**src/rtl/cpu_pkg.sv**
```systemverilog
`default_nettype none
// +----------------------------------------------------------------------+
// | cpu_pkg: shared widths, register-index types and the zero register.  |
// | Rev 1.0                                                              |
// +----------------------------------------------------------------------+
package cpu_pkg;

    localparam int DATA_W   = 32;
    localparam int ADDR_W   = 5;
    localparam int NUM_REGS = 32;
    localparam int ZERO_REG = 0;

    typedef logic [ADDR_W-1:0] reg_addr_t;
    typedef logic [DATA_W-1:0] word_t;

endpackage
`default_nettype wire

```
**src/rtl/wb_regfile_if.sv**
```systemverilog
`default_nettype none
// +----------------------------------------------------------------------+
// | wb_regfile_if: writeback, read-port and issue signals of wb_regfile. |
// | Debug read port present when REGFILE_DEBUG_PORT_EN is defined.       |
// | Rev 1.0                                                              |
// +----------------------------------------------------------------------+
interface wb_regfile_if #(
    parameter int DATA_W = cpu_pkg::DATA_W,
    parameter int ADDR_W = cpu_pkg::ADDR_W
);
    logic              wb_wrenable;
    logic [ADDR_W-1:0] wb_addr;
    logic [DATA_W-1:0] wb_data;
    logic [ADDR_W-1:0] rs_addr;
    logic [ADDR_W-1:0] rt_addr;
    logic              rs_used;
    logic              rt_used;
    logic [DATA_W-1:0] rs_data;
    logic [DATA_W-1:0] rt_data;
    logic              issue_valid;
    logic              issue_is_load;
    logic [ADDR_W-1:0] issue_dest;
    logic              load_stall;
`ifdef REGFILE_DEBUG_PORT_EN
    logic [ADDR_W-1:0] dbg_addr;
    logic [DATA_W-1:0] dbg_data;
`endif

    modport master (
        output wb_wrenable, wb_addr, wb_data,
        output rs_addr, rt_addr, rs_used, rt_used,
        output issue_valid, issue_is_load, issue_dest,
`ifdef REGFILE_DEBUG_PORT_EN
        output dbg_addr,
        input  dbg_data,
`endif
        input  rs_data, rt_data, load_stall
    );

    modport slave (
        input  wb_wrenable, wb_addr, wb_data,
        input  rs_addr, rt_addr, rs_used, rt_used,
        input  issue_valid, issue_is_load, issue_dest,
`ifdef REGFILE_DEBUG_PORT_EN
        input  dbg_addr,
        output dbg_data,
`endif
        output rs_data, rt_data, load_stall
    );

endinterface
`default_nettype wire

```
**src/rtl/load_scoreboard.sv**
```systemverilog
`default_nettype none
// +----------------------------------------------------------------------+
// | load_scoreboard: per-register busy bits for in-flight loads and the  |
// | decode stall request. Rev 1.0                                        |
// +----------------------------------------------------------------------+
module load_scoreboard
    import cpu_pkg::*;
#(
    parameter int ADDR_W   = cpu_pkg::ADDR_W,
    parameter int NUM_REGS = cpu_pkg::NUM_REGS
) (
    input  wire logic              clk,
    input  wire logic              rst_n,
    input  wire logic              issue_valid,
    input  wire logic              issue_is_load,
    input  wire logic [ADDR_W-1:0] issue_dest,
    input  wire logic              wb_wrenable,
    input  wire logic [ADDR_W-1:0] wb_addr,
    input  wire logic [ADDR_W-1:0] rs_addr,
    input  wire logic [ADDR_W-1:0] rt_addr,
    input  wire logic              rs_used,
    input  wire logic              rt_used,
    output logic                   load_stall
);

    logic [NUM_REGS-1:0] r_busy;
    logic                w_rs_term;
    logic                w_rt_term;

    for (genvar gi = 0; gi < NUM_REGS; gi++) begin : g_busy
        if (gi == ZERO_REG) begin : g_zero
            assign r_busy[gi] = 1'b0;
        end else begin : g_reg
            logic w_set;
            logic w_clr;
            assign w_set = issue_valid && issue_is_load && (issue_dest == ADDR_W'(gi));
            assign w_clr = wb_wrenable && (wb_addr == ADDR_W'(gi));

            // Set has priority: a re-issued load to the same register stays outstanding.
            always_ff @(posedge clk or negedge rst_n) begin
                if (!rst_n)     r_busy[gi] <= 1'b0;
                else if (w_set) r_busy[gi] <= 1'b1;
                else if (w_clr) r_busy[gi] <= 1'b0;
            end
        end
    end

    // A writeback landing this cycle is forwarded by the bypass, so it releases the stall.
    assign w_rs_term  = rs_used && r_busy[rs_addr] && !(wb_wrenable && wb_addr == rs_addr);
    assign w_rt_term  = rt_used && r_busy[rt_addr] && !(wb_wrenable && wb_addr == rt_addr);
    assign load_stall = w_rs_term || w_rt_term;

    a_no_issue_while_stalled: assert property (
        @(posedge clk) disable iff (!rst_n) !(issue_valid && load_stall)
    );

endmodule
`default_nettype wire

```
**src/rtl/wb_regfile.sv**
```systemverilog
`default_nettype none
// +----------------------------------------------------------------------+
// | wb_regfile: register file with write-through bypass, r0 hardwired to |
// | zero and a load-use scoreboard. Optional debug read port under       |
// | REGFILE_DEBUG_PORT_EN. Rev 1.0                                       |
// +----------------------------------------------------------------------+
module wb_regfile
    import cpu_pkg::*;
#(
    parameter int DATA_W   = cpu_pkg::DATA_W,
    parameter int ADDR_W   = cpu_pkg::ADDR_W,
    parameter int NUM_REGS = cpu_pkg::NUM_REGS
) (
    input  wire logic   clk,
    input  wire logic   rst_n,
    wb_regfile_if.slave bus
);

    logic [DATA_W-1:0] r_regs [NUM_REGS];

    function automatic logic [DATA_W-1:0] read_port(
        input logic [ADDR_W-1:0] idx,
        input logic              wen,
        input logic [ADDR_W-1:0] waddr,
        input logic [DATA_W-1:0] wdata,
        input logic [DATA_W-1:0] stored
    );
        if (idx == ADDR_W'(ZERO_REG))   return '0;
        else if (wen && waddr == idx)   return wdata;
        else                            return stored;
    endfunction

    always_ff @(posedge clk or negedge rst_n) begin
        if (!rst_n) begin
            for (int i = 0; i < NUM_REGS; i++) r_regs[i] <= '0;
        end else if (bus.wb_wrenable && bus.wb_addr != ADDR_W'(ZERO_REG)) begin
            r_regs[bus.wb_addr] <= bus.wb_data;
        end
    end

    assign bus.rs_data = read_port(bus.rs_addr, bus.wb_wrenable, bus.wb_addr,
                                   bus.wb_data, r_regs[bus.rs_addr]);
    assign bus.rt_data = read_port(bus.rt_addr, bus.wb_wrenable, bus.wb_addr,
                                   bus.wb_data, r_regs[bus.rt_addr]);

`ifdef REGFILE_DEBUG_PORT_EN
    assign bus.dbg_data = read_port(bus.dbg_addr, bus.wb_wrenable, bus.wb_addr,
                                    bus.wb_data, r_regs[bus.dbg_addr]);
`endif

    load_scoreboard #(
        .ADDR_W   (ADDR_W),
        .NUM_REGS (NUM_REGS)
    ) u_load_scoreboard (
        .clk           (clk),
        .rst_n         (rst_n),
        .issue_valid   (bus.issue_valid),
        .issue_is_load (bus.issue_is_load),
        .issue_dest    (bus.issue_dest),
        .wb_wrenable   (bus.wb_wrenable),
        .wb_addr       (bus.wb_addr),
        .rs_addr       (bus.rs_addr),
        .rt_addr       (bus.rt_addr),
        .rs_used       (bus.rs_used),
        .rt_used       (bus.rt_used),
        .load_stall    (bus.load_stall)
    );

endmodule
`default_nettype wire

```
**src/flat_wrapper.sv**
```systemverilog
// flat-port wrapper written by rule: the top's interface ports become plain ports
module wb_regfile_flat import cpu_pkg::*;
#(
    parameter int DATA_W   = cpu_pkg::DATA_W,
    parameter int ADDR_W   = cpu_pkg::ADDR_W,
    parameter int NUM_REGS = cpu_pkg::NUM_REGS
)
  (clk, rst_n, bus_wb_wrenable, bus_wb_addr, bus_wb_data, bus_rs_addr, bus_rt_addr, bus_rs_used, bus_rt_used, bus_issue_valid, bus_issue_is_load, bus_issue_dest, bus_rs_data, bus_rt_data, bus_load_stall);
  wb_regfile_if #(.DATA_W(DATA_W), .ADDR_W(ADDR_W)) bus_i ();
  input  wire logic clk;
  input  wire logic rst_n;
  input wire logic [$bits(bus_i.wb_wrenable)-1:0] bus_wb_wrenable;
  input wire logic [$bits(bus_i.wb_addr)-1:0] bus_wb_addr;
  input wire logic [$bits(bus_i.wb_data)-1:0] bus_wb_data;
  input wire logic [$bits(bus_i.rs_addr)-1:0] bus_rs_addr;
  input wire logic [$bits(bus_i.rt_addr)-1:0] bus_rt_addr;
  input wire logic [$bits(bus_i.rs_used)-1:0] bus_rs_used;
  input wire logic [$bits(bus_i.rt_used)-1:0] bus_rt_used;
  input wire logic [$bits(bus_i.issue_valid)-1:0] bus_issue_valid;
  input wire logic [$bits(bus_i.issue_is_load)-1:0] bus_issue_is_load;
  input wire logic [$bits(bus_i.issue_dest)-1:0] bus_issue_dest;
  output wire logic [$bits(bus_i.rs_data)-1:0] bus_rs_data;
  output wire logic [$bits(bus_i.rt_data)-1:0] bus_rt_data;
  output wire logic [$bits(bus_i.load_stall)-1:0] bus_load_stall;
  assign bus_i.wb_wrenable = bus_wb_wrenable;
  assign bus_i.wb_addr = bus_wb_addr;
  assign bus_i.wb_data = bus_wb_data;
  assign bus_i.rs_addr = bus_rs_addr;
  assign bus_i.rt_addr = bus_rt_addr;
  assign bus_i.rs_used = bus_rs_used;
  assign bus_i.rt_used = bus_rt_used;
  assign bus_i.issue_valid = bus_issue_valid;
  assign bus_i.issue_is_load = bus_issue_is_load;
  assign bus_i.issue_dest = bus_issue_dest;
  assign bus_rs_data = bus_i.rs_data;
  assign bus_rt_data = bus_i.rt_data;
  assign bus_load_stall = bus_i.load_stall;
  wb_regfile #(.DATA_W(DATA_W), .ADDR_W(ADDR_W), .NUM_REGS(NUM_REGS)) u_core (.clk(clk), .rst_n(rst_n), .bus(bus_i));
endmodule
```
**config.mk**
```make
export PLATFORM = sky130hd
export DESIGN_NAME = wb_regfile_flat
export DESIGN_NICKNAME = d
export VERILOG_FILES = /design/src/rtl/cpu_pkg.sv /design/src/rtl/wb_regfile_if.sv /design/src/rtl/load_scoreboard.sv /design/src/rtl/wb_regfile.sv /design/src/flat_wrapper.sv
export SDC_FILE = /design/constraint.sdc
export NUM_CORES = 2
export LEC_CHECK = 0
export BUFFER_PORTS_ARGS = -buffer_cell sky130_fd_sc_hd__buf_2
export CELL_PAD_IN_SITES_DETAIL_PLACEMENT = 0
export CELL_PAD_IN_SITES_GLOBAL_PLACEMENT = 2
export CORE_ASPECT_RATIO = 2
export CORE_MARGIN = 1.5
export CORE_UTILIZATION = 43
export CTS_BUF_LIST = sky130_fd_sc_hd__clkbuf_4 sky130_fd_sc_hd__clkbuf_8
export CTS_CLUSTER_DIAMETER = 120
export CTS_CLUSTER_SIZE = 25
export DETAILED_ROUTE_END_ITERATION = 10
export PLACE_DENSITY_LB_ADDON = 0.1
export SLEW_MARGIN = 20
export SYNTH_ARGS = -nofsm -noshare
export SYNTH_HDL_FRONTEND = slang
export SYNTH_HIERARCHICAL = 1
export SYNTH_SLANG_ARGS = --single-unit
```
**constraint.sdc**
```tcl
create_clock -name clk -period 2.2 [get_ports clk]
set_input_delay 0.22 -clock clk [delete_from_list [all_inputs] [get_ports clk]]
set_output_delay 0.22 -clock clk [all_outputs]
set_load 0.01 [all_outputs]
```
; After elaboration in Yosys (flattened, before gate mapping)
; Index checks and enable logic that the tools add are counted.
[op_classes]
addsub = 0
mul = 0
div = 0
n_lt_le_gt_ge = 6
eq_ne = 64
shift = 0
mux = 79
bitwise_logic = 3
n_reduce_logical = 108
[op_table]
columns = operator, count
row1 = 1024-bit bitwise mux, 1
row2 = 32-bit binary-select mux with 5-bit select, 2
row3 = 32-bit 2-to-1 mux, 9
row4 = 32-bit demux with 5-bit select, 1
row5 = 5-bit equality test (second input constant), 32
row6 = 5-bit by 4-bit equality test with 1-bit output (second input constant), 16
row7 = 1-bit logical AND, 71
row8 = 1-bit 2-to-1 mux, 64
row9 = 2-bit nonzero test, 31
row10 = 5-bit by 3-bit equality test with 1-bit output (second input constant), 8
row11 = 5-bit by 2-bit equality test with 1-bit output (second input constant), 4
row12 = 6-bit >= comparator (second input constant), 3
row13 = 5-bit inverter with 6-bit output, 3
row14 = 5-bit by 6-bit < comparator with 1-bit output (second input constant), 2
row15 = 1-bit binary-select mux with 5-bit select, 2
row16 = 5-bit by 1-bit equality test with 1-bit output (second input constant), 2
row17 = 5-bit equality test, 2
row18 = 5-bit logical NOT, 2
row19 = 6-bit by 1-bit < comparator with 1-bit output (second input constant), 1
row20 = 5-bit nonzero test, 1
row21 = 1-bit logical NOT, 2
row22 = 1-bit logical OR, 1
[word_totals]
register_bits = 1055
latch_bits = 0
ramBits = 0
romBits = 0
out_inout_bits = 65
elab_cells = 323
mem_count = 0

; Logic depth before layout (Yosys ltp)
[logic_depth]
depth_word = 6
mapped_depth = 10
ltp_nobuf = 5

; Modules after synthesis
; Netlist, hierarchy kept.
[modules_own_cells]
columns = mod, instances, cells_per_inst, area_each_um2, seq_area_each_um2
row1 = wb_regfile, 1, 3747, 54913.9, 25624.6
row2 = load_scoreboard, 1, 195, 1983.2, 775.7

; Worst setup path before layout
; No wires, ideal clock.
[synth_path]
kind = input to output
start = input bus_rs_addr[0]
end = output bus_rs_data[1]
t_arrival_ps = 2013
setup_slack_ps = -33
cell_stages = 8
n_path_buf = 3
cell_sequence = buf_4 buf_2 buf_2 mux4_2 mux2i_1 nor2_1 a2111oi_0 nor2_1
[synth_via]
elab_chain_len = 6
elab_cells_between_ends = 9
classes_between = eq/ne: 1 / mux: 5 / bitwise: 1 / reduce/logical: 2
[synth_rtl]
columns = element, line_no
row1 = start: declaration, flat_wrapper.sv:15  ; input wire logic [$bits(bus_i.rs_addr)-1:0] bus_rs_addr;
row2 = 5-bit inverter with 6-bit output (not written as such), wb_regfile.sv:42  ; bus.wb_data, r_regs[bus.rs_addr]);
row3 = 32-bit binary-select mux with 5-bit select, wb_regfile.sv:42
row4 = 32-bit 2-to-1 mux (not written as such) (2 in series), wb_regfile.sv:42
row5 = 32-bit 2-to-1 mux, wb_regfile.sv:29  ; else if (wen && waddr == idx) return wdata;
row6 = 32-bit 2-to-1 mux (*), wb_regfile.sv:28  ; if (idx == ADDR_W'(ZERO_REG)) return '0;
row7 = end: declaration, flat_wrapper.sv:22  ; output wire logic [$bits(bus_i.rs_data)-1:0] bus_rs_data;
; Mark *: on every way between the ends. The rest lies on a longest branch, timed or not. The select of a mux whose other input is x is not followed.

; Worst setup path in the final report
[layout_path]
start = register u_core/r_regs[657] (netlist name)
end = output bus_rt_data[17]
[layout_via]
elab_chain_len = 5
[layout_rtl]
columns = element, line_no
row1 = start: declaration, wb_regfile.sv:19  ; logic [DATA_W-1:0] r_regs [NUM_REGS];
row2 = start signal: indexed assignment, wb_regfile.sv:37  ; r_regs[bus.wb_addr] <= bus.wb_data;
row3 = 32-bit binary-select mux with 5-bit select, wb_regfile.sv:44  ; bus.wb_data, r_regs[bus.rt_addr]);
row4 = 32-bit 2-to-1 mux (not written as such) (2 in series), wb_regfile.sv:44
row5 = 32-bit 2-to-1 mux, wb_regfile.sv:29
row6 = 32-bit 2-to-1 mux, wb_regfile.sv:28
row7 = end: declaration, flat_wrapper.sv:23  ; output wire logic [$bits(bus_i.rt_data)-1:0] bus_rt_data;
; No other way between the ends. The select of a mux whose other input is x is not followed.

==> summary.md <==
| Metric | Value |
|---|---|
| Post-route clock period utilization | 145% |
| Final worst path period need | 3.18 ns |
| Die W | 260 um |
| Worst-Skew Late Latency | 0.83 ns |
| DR iter-0 viols | 3016 |
| Max-slew violation count | 0 |
| DRC violation count after routing | 0 |
| Post-Route Setup TNS | -41.38 ns |
| Nature of the critical path startpoint | flip-flop |
| Total power density per cell area | 722 nW/um^2 |
| Most instantiated cells after synthesis | 1068 x sky130_fd_sc_hd__mux2_2, 1055 x sky130_fd_sc_hd__dfrtp_1, 470 x sky130_fd_sc_hd__mux4_2 |
| Post-placement cell area | 64600 sq um |
| Gate Count Post-Synth | 3942 |
| Worst vdd ir | 0.000571 V |
| Synthesis warning total | 6 |
| Final nets | 4437 |
| Row Count | 188 |
| Setup violators final | 65 |
| CTS max path bufs | 3 |
| Signed area change from the synthesized netlist to the final layout | 19.2% |
| Pre-CTS setup slack | -0.808 ns |
| Remaining global-route overflow | 0 |
| Overall power after layout | 49.0 mW |
| Violations in the final reports | setup timing |
| Number of I/O pins | 124 |
| Fraction of final layout cells with drive strength greater than 1 | 59.7% |
| Cell type contributing the most total cell area after synthesis | sky130_fd_sc_hd__dfrtp_1 |
| Largest stage delay on the critical path | 0.52 ns |
| Number of antenna violations at the first check in global routing | 5 |
| Distinct cell type count of the synthesized netlist | 53 |
| Post-synthesis async set-or-reset flop share | 100% |
| Pin count of the biggest net entering global routing | 104 |
| Mean instance size in the synthesized netlist | 14.4 sq um |
| Worst-case headroom to the max-slew limit | 40.7% |
| Critical path capture point type | primary output |
| Drt wl/cell | 36.9 um |
| Worst-Margin Slew | 0.887 ns |
| Synthesized cell area | 56900 sq um |
| GR peak layer | met2 |
| Die Area | 135000 sq um |
| Crit path arrival time | 2.96 ns |
| Part of the Yosys area used for sequential elements | 46.4% |
| Max capacitance violation total | 0 |
| Library cell contributing the largest single delay on the critical path | sky130_fd_sc_hd__mux4_2 |
| Cell Chain, Critical Path | mux4_2, mux4_2, nor2b_1, a221o_1, buf_2 |
| Clock-pin transition on the worst setup and hold timing paths | 0.16 ns |
| Proportion of netlist area held by the largest area contributor | 46.4% |
| Leakage power figure | 29.2 nW |
| Final hold violation count | 0 |
| Top FF cell, synth | sky130_fd_sc_hd__dfrtp_1 |
| Number of buffers added on ports | 123 |
| Final setup skew | 0 ns |
| Ranking of synthesized cells by area | sky130_fd_sc_hd__dfrtp_1 46%, sky130_fd_sc_hd__mux2_2 21%, sky130_fd_sc_hd__mux4_2 19% |
| Worst setup startpoint | u_core/r_regs[657]$_DFFE_PN0P_ |
| Post-route design area | 67800 sq um |
| Antenna Violating Nets Remaining | 0 |
| Area inside the core boundary | 131000 sq um |
| Min setup slack post-route | -0.982 ns |
| Placer's final routability congestion estimate | 0.887 |
| Global routing met3 resource utilization | 4.14% |
| Vias in the first global route | 43600 |
| Most repeated library cell on the critical path | sky130_fd_sc_hd__mux4_2 |
| Top fanout value on the critical path | 2 |
| DR vias/cell | 6.55 |
| Detailed placer's ending HPWL | 156000 um |
| Hold Startpoint | bus_wb_data[11] |
| Critical path data required time | 1.98 ns |
| GRT met1 Usage | 39.8% |
| Initial cell density of the core | 43.3% |
| CTS Buf Count | 48 |
| All-layer global routing usage | 33.6% |
| Number of H-tree levels | 2 |
| Synth Net Count | 4001 |
| Number of optimization iterations in the first detailed-route pass | 5 |
| HP Class | input port to flip-flop |
| First-pass GRT wire length | 321000 um |
| FF+latch count, synth | 1055 |
| Vertical extent of the die | 517 um |
| Number of buffer and inverter stages on the critical path | 1 |
| Cell family with most CP delay | multiplexers |
| Run status | finished with violations |
| Startpoint of the most critical register-to-register path | u_core/u_load_scoreboard/r_busy[31]$_DFFE_PN0P_ |
| Maximum clock frequency | 0.314 GHz |
| Clock tree sinks | 1055 |
| Cell chosen for the clock root | sky130_fd_sc_hd__clkbuf_8 |
| Met2 track demand over resource in global routing | 58.1% |
| RSZ-0062 raised after global routing | true |
| Count of flip-flops with a built-in enable after synthesis | 0 |
| DR vias | 39900 |
| TritonCTS clock tree | built |
| Wirelength, routed | 225000 um |
| Dominant cell by count in the synthesized netlist | sky130_fd_sc_hd__mux2_2 |
| Worst hold margin | 0.0444 ns |
| Type of the setup path with the least slack | flip-flop to primary output |
==> state kept, by name (all words and copies together), names as in the netlist <==
name and count:
u_core/r_regs 1024, u_core/u_load_scoreboard/r_busy 31
==> kinds of logic after synthesis <==
group / count (synthesis) / share of synthesized area (%)
XOR/XNOR: 20 / 0.308
multiplexers: 1639 / 41.6
buffers and inverters: 443 / 3.48
AO/OA/AOI/OAI: 402 / 4.77
flip-flops: 1055 / 46.4
AND/OR/NAND/NOR: 383 / 3.44
==> power by group <==
part	switching, mW	internal [mW]	leakage [nW]	total (mW)
Clock	6.36	2.05	0.362	8.40
Combinational	6.04	8.60	15.3	14.6
Sequential	2.88	23.0	13.5	25.9
==> worst paths after layout <==
path | end | slack (ns) | cells past startpoint
worst max-delay path | bus_rt_data[17] | -0.98 | 5
worst min-delay path | u_core/r_regs[523]$_DFFE_PN0P_ | 0.04 | 3
worst max register to register | u_core/u_load_scoreboard/r_busy[31]$_DFFE_PN0P_ | 0.88 | 3
worst min register to register | u_core/r_regs[1000]$_DFFE_PN0P_ | 0.42 | 0
max in group asynchronous | u_core/r_regs[107]$_DFFE_PN0P_ | 1.01 | 3
min in group asynchronous | u_core/r_regs[674]$_DFFE_PN0P_ | 0.13 | 3
==> metal layers <==
layer | wire length (um) | share of wire (%)
met1 | 82700 | 37
met2 | 114000 | 51
met3 | 11200 | 5.0
met4 | 17100 | 7.6
met5 | 13 | 0.0058
==> cell usage in the layout, fill, tap and decap left out, types with 10 or more instances in the layout <==
| cell | synthesis | final |
|---|---|---|
| sky130_fd_sc_hd__o21ai_0 | 102 | 97 |
| sky130_fd_sc_hd__buf_6 | 16 | 43 |
| sky130_fd_sc_hd__a221oi_1 | 23 | 10 |
| sky130_fd_sc_hd__nand2_2 | 0 | 10 |
| sky130_fd_sc_hd__o22ai_2 | 0 | 14 |
| sky130_fd_sc_hd__nor2_2 | 0 | 11 |
| sky130_fd_sc_hd__dfrtp_1 | 1055 | 1055 |
| sky130_fd_sc_hd__clkbuf_8 | 0 | 49 |
| sky130_fd_sc_hd__nand2b_1 | 16 | 15 |
| sky130_fd_sc_hd__nand2_1 | 54 | 36 |
| sky130_fd_sc_hd__mux2_2 | 1068 | 1054 |
| sky130_fd_sc_hd__nand3_1 | 15 | 14 |
| sky130_fd_sc_hd__dlygate4sd3_1 | 0 | 41 |
| sky130_fd_sc_hd__xor2_1 | 11 | 11 |
| sky130_fd_sc_hd__o22ai_1 | 63 | 43 |
| sky130_fd_sc_hd__nor3_2 | 0 | 24 |
| sky130_fd_sc_hd__nor2_1 | 113 | 84 |
| sky130_fd_sc_hd__mux4_2 | 470 | 472 |
| sky130_fd_sc_hd__a211oi_1 | 53 | 41 |
| sky130_fd_sc_hd__a21oi_1 | 36 | 24 |
| sky130_fd_sc_hd__mux2i_1 | 98 | 86 |
| sky130_fd_sc_hd__buf_2 | 87 | 91 |
| sky130_fd_sc_hd__nor2_4 | 0 | 18 |
| sky130_fd_sc_hd__buf_12 | 0 | 170 |
| sky130_fd_sc_hd__buf_4 | 18 | 473 |
| sky130_fd_sc_hd__nor3_1 | 45 | 17 |
| sky130_fd_sc_hd__a221oi_2 | 0 | 11 |
| sky130_fd_sc_hd__a221o_1 | 24 | 22 |
| sky130_fd_sc_hd__mux2_4 | 0 | 14 |
| sky130_fd_sc_hd__nor2b_1 | 57 | 52 |
| sky130_fd_sc_hd__a22oi_1 | 53 | 23 |
| sky130_fd_sc_hd__a22oi_2 | 0 | 30 |
| sky130_fd_sc_hd__nor4_1 | 36 | 20 |
==> stage by stage <==
stage	std cells	utilization, %
global placement	5940	49.2
floorplan	3942	-
global route	6091	51.7
detailed placement	5940	49.2
finish	6092	51.7
CTS	6075	51.2
==> final cells by class <==
cell class                 count  area, sq um
sequential                  1055        26400
timing repair buffer         823         8380
inverter                       6         22.5
multi-input combinational   2444        30200
clock buffer                  49          674
clock inverter                 3         35.0
tap                         1710         2140
antenna                        2         5.00
fill                       11100        63400
==> worst register-to-register path: stages (launching register included) <==
cell,delay [ns]
sky130_fd_sc_hd__dfrtp_1,0.44
sky130_fd_sc_hd__o21ai_0,0.08
sky130_fd_sc_hd__o21ai_0,0.11
sky130_fd_sc_hd__dlygate4sd3_1,0.59
==> repair_timing <==
action,4_1_cts,5_1_grt
resized for setup,236,87
endpoints found under the setup margin,65,66
pin swaps,112,69
hold endpoints to repair,1364,10
buffers inserted,62,21
hold buffers,41,1
(Power assumes the default switching activity.)
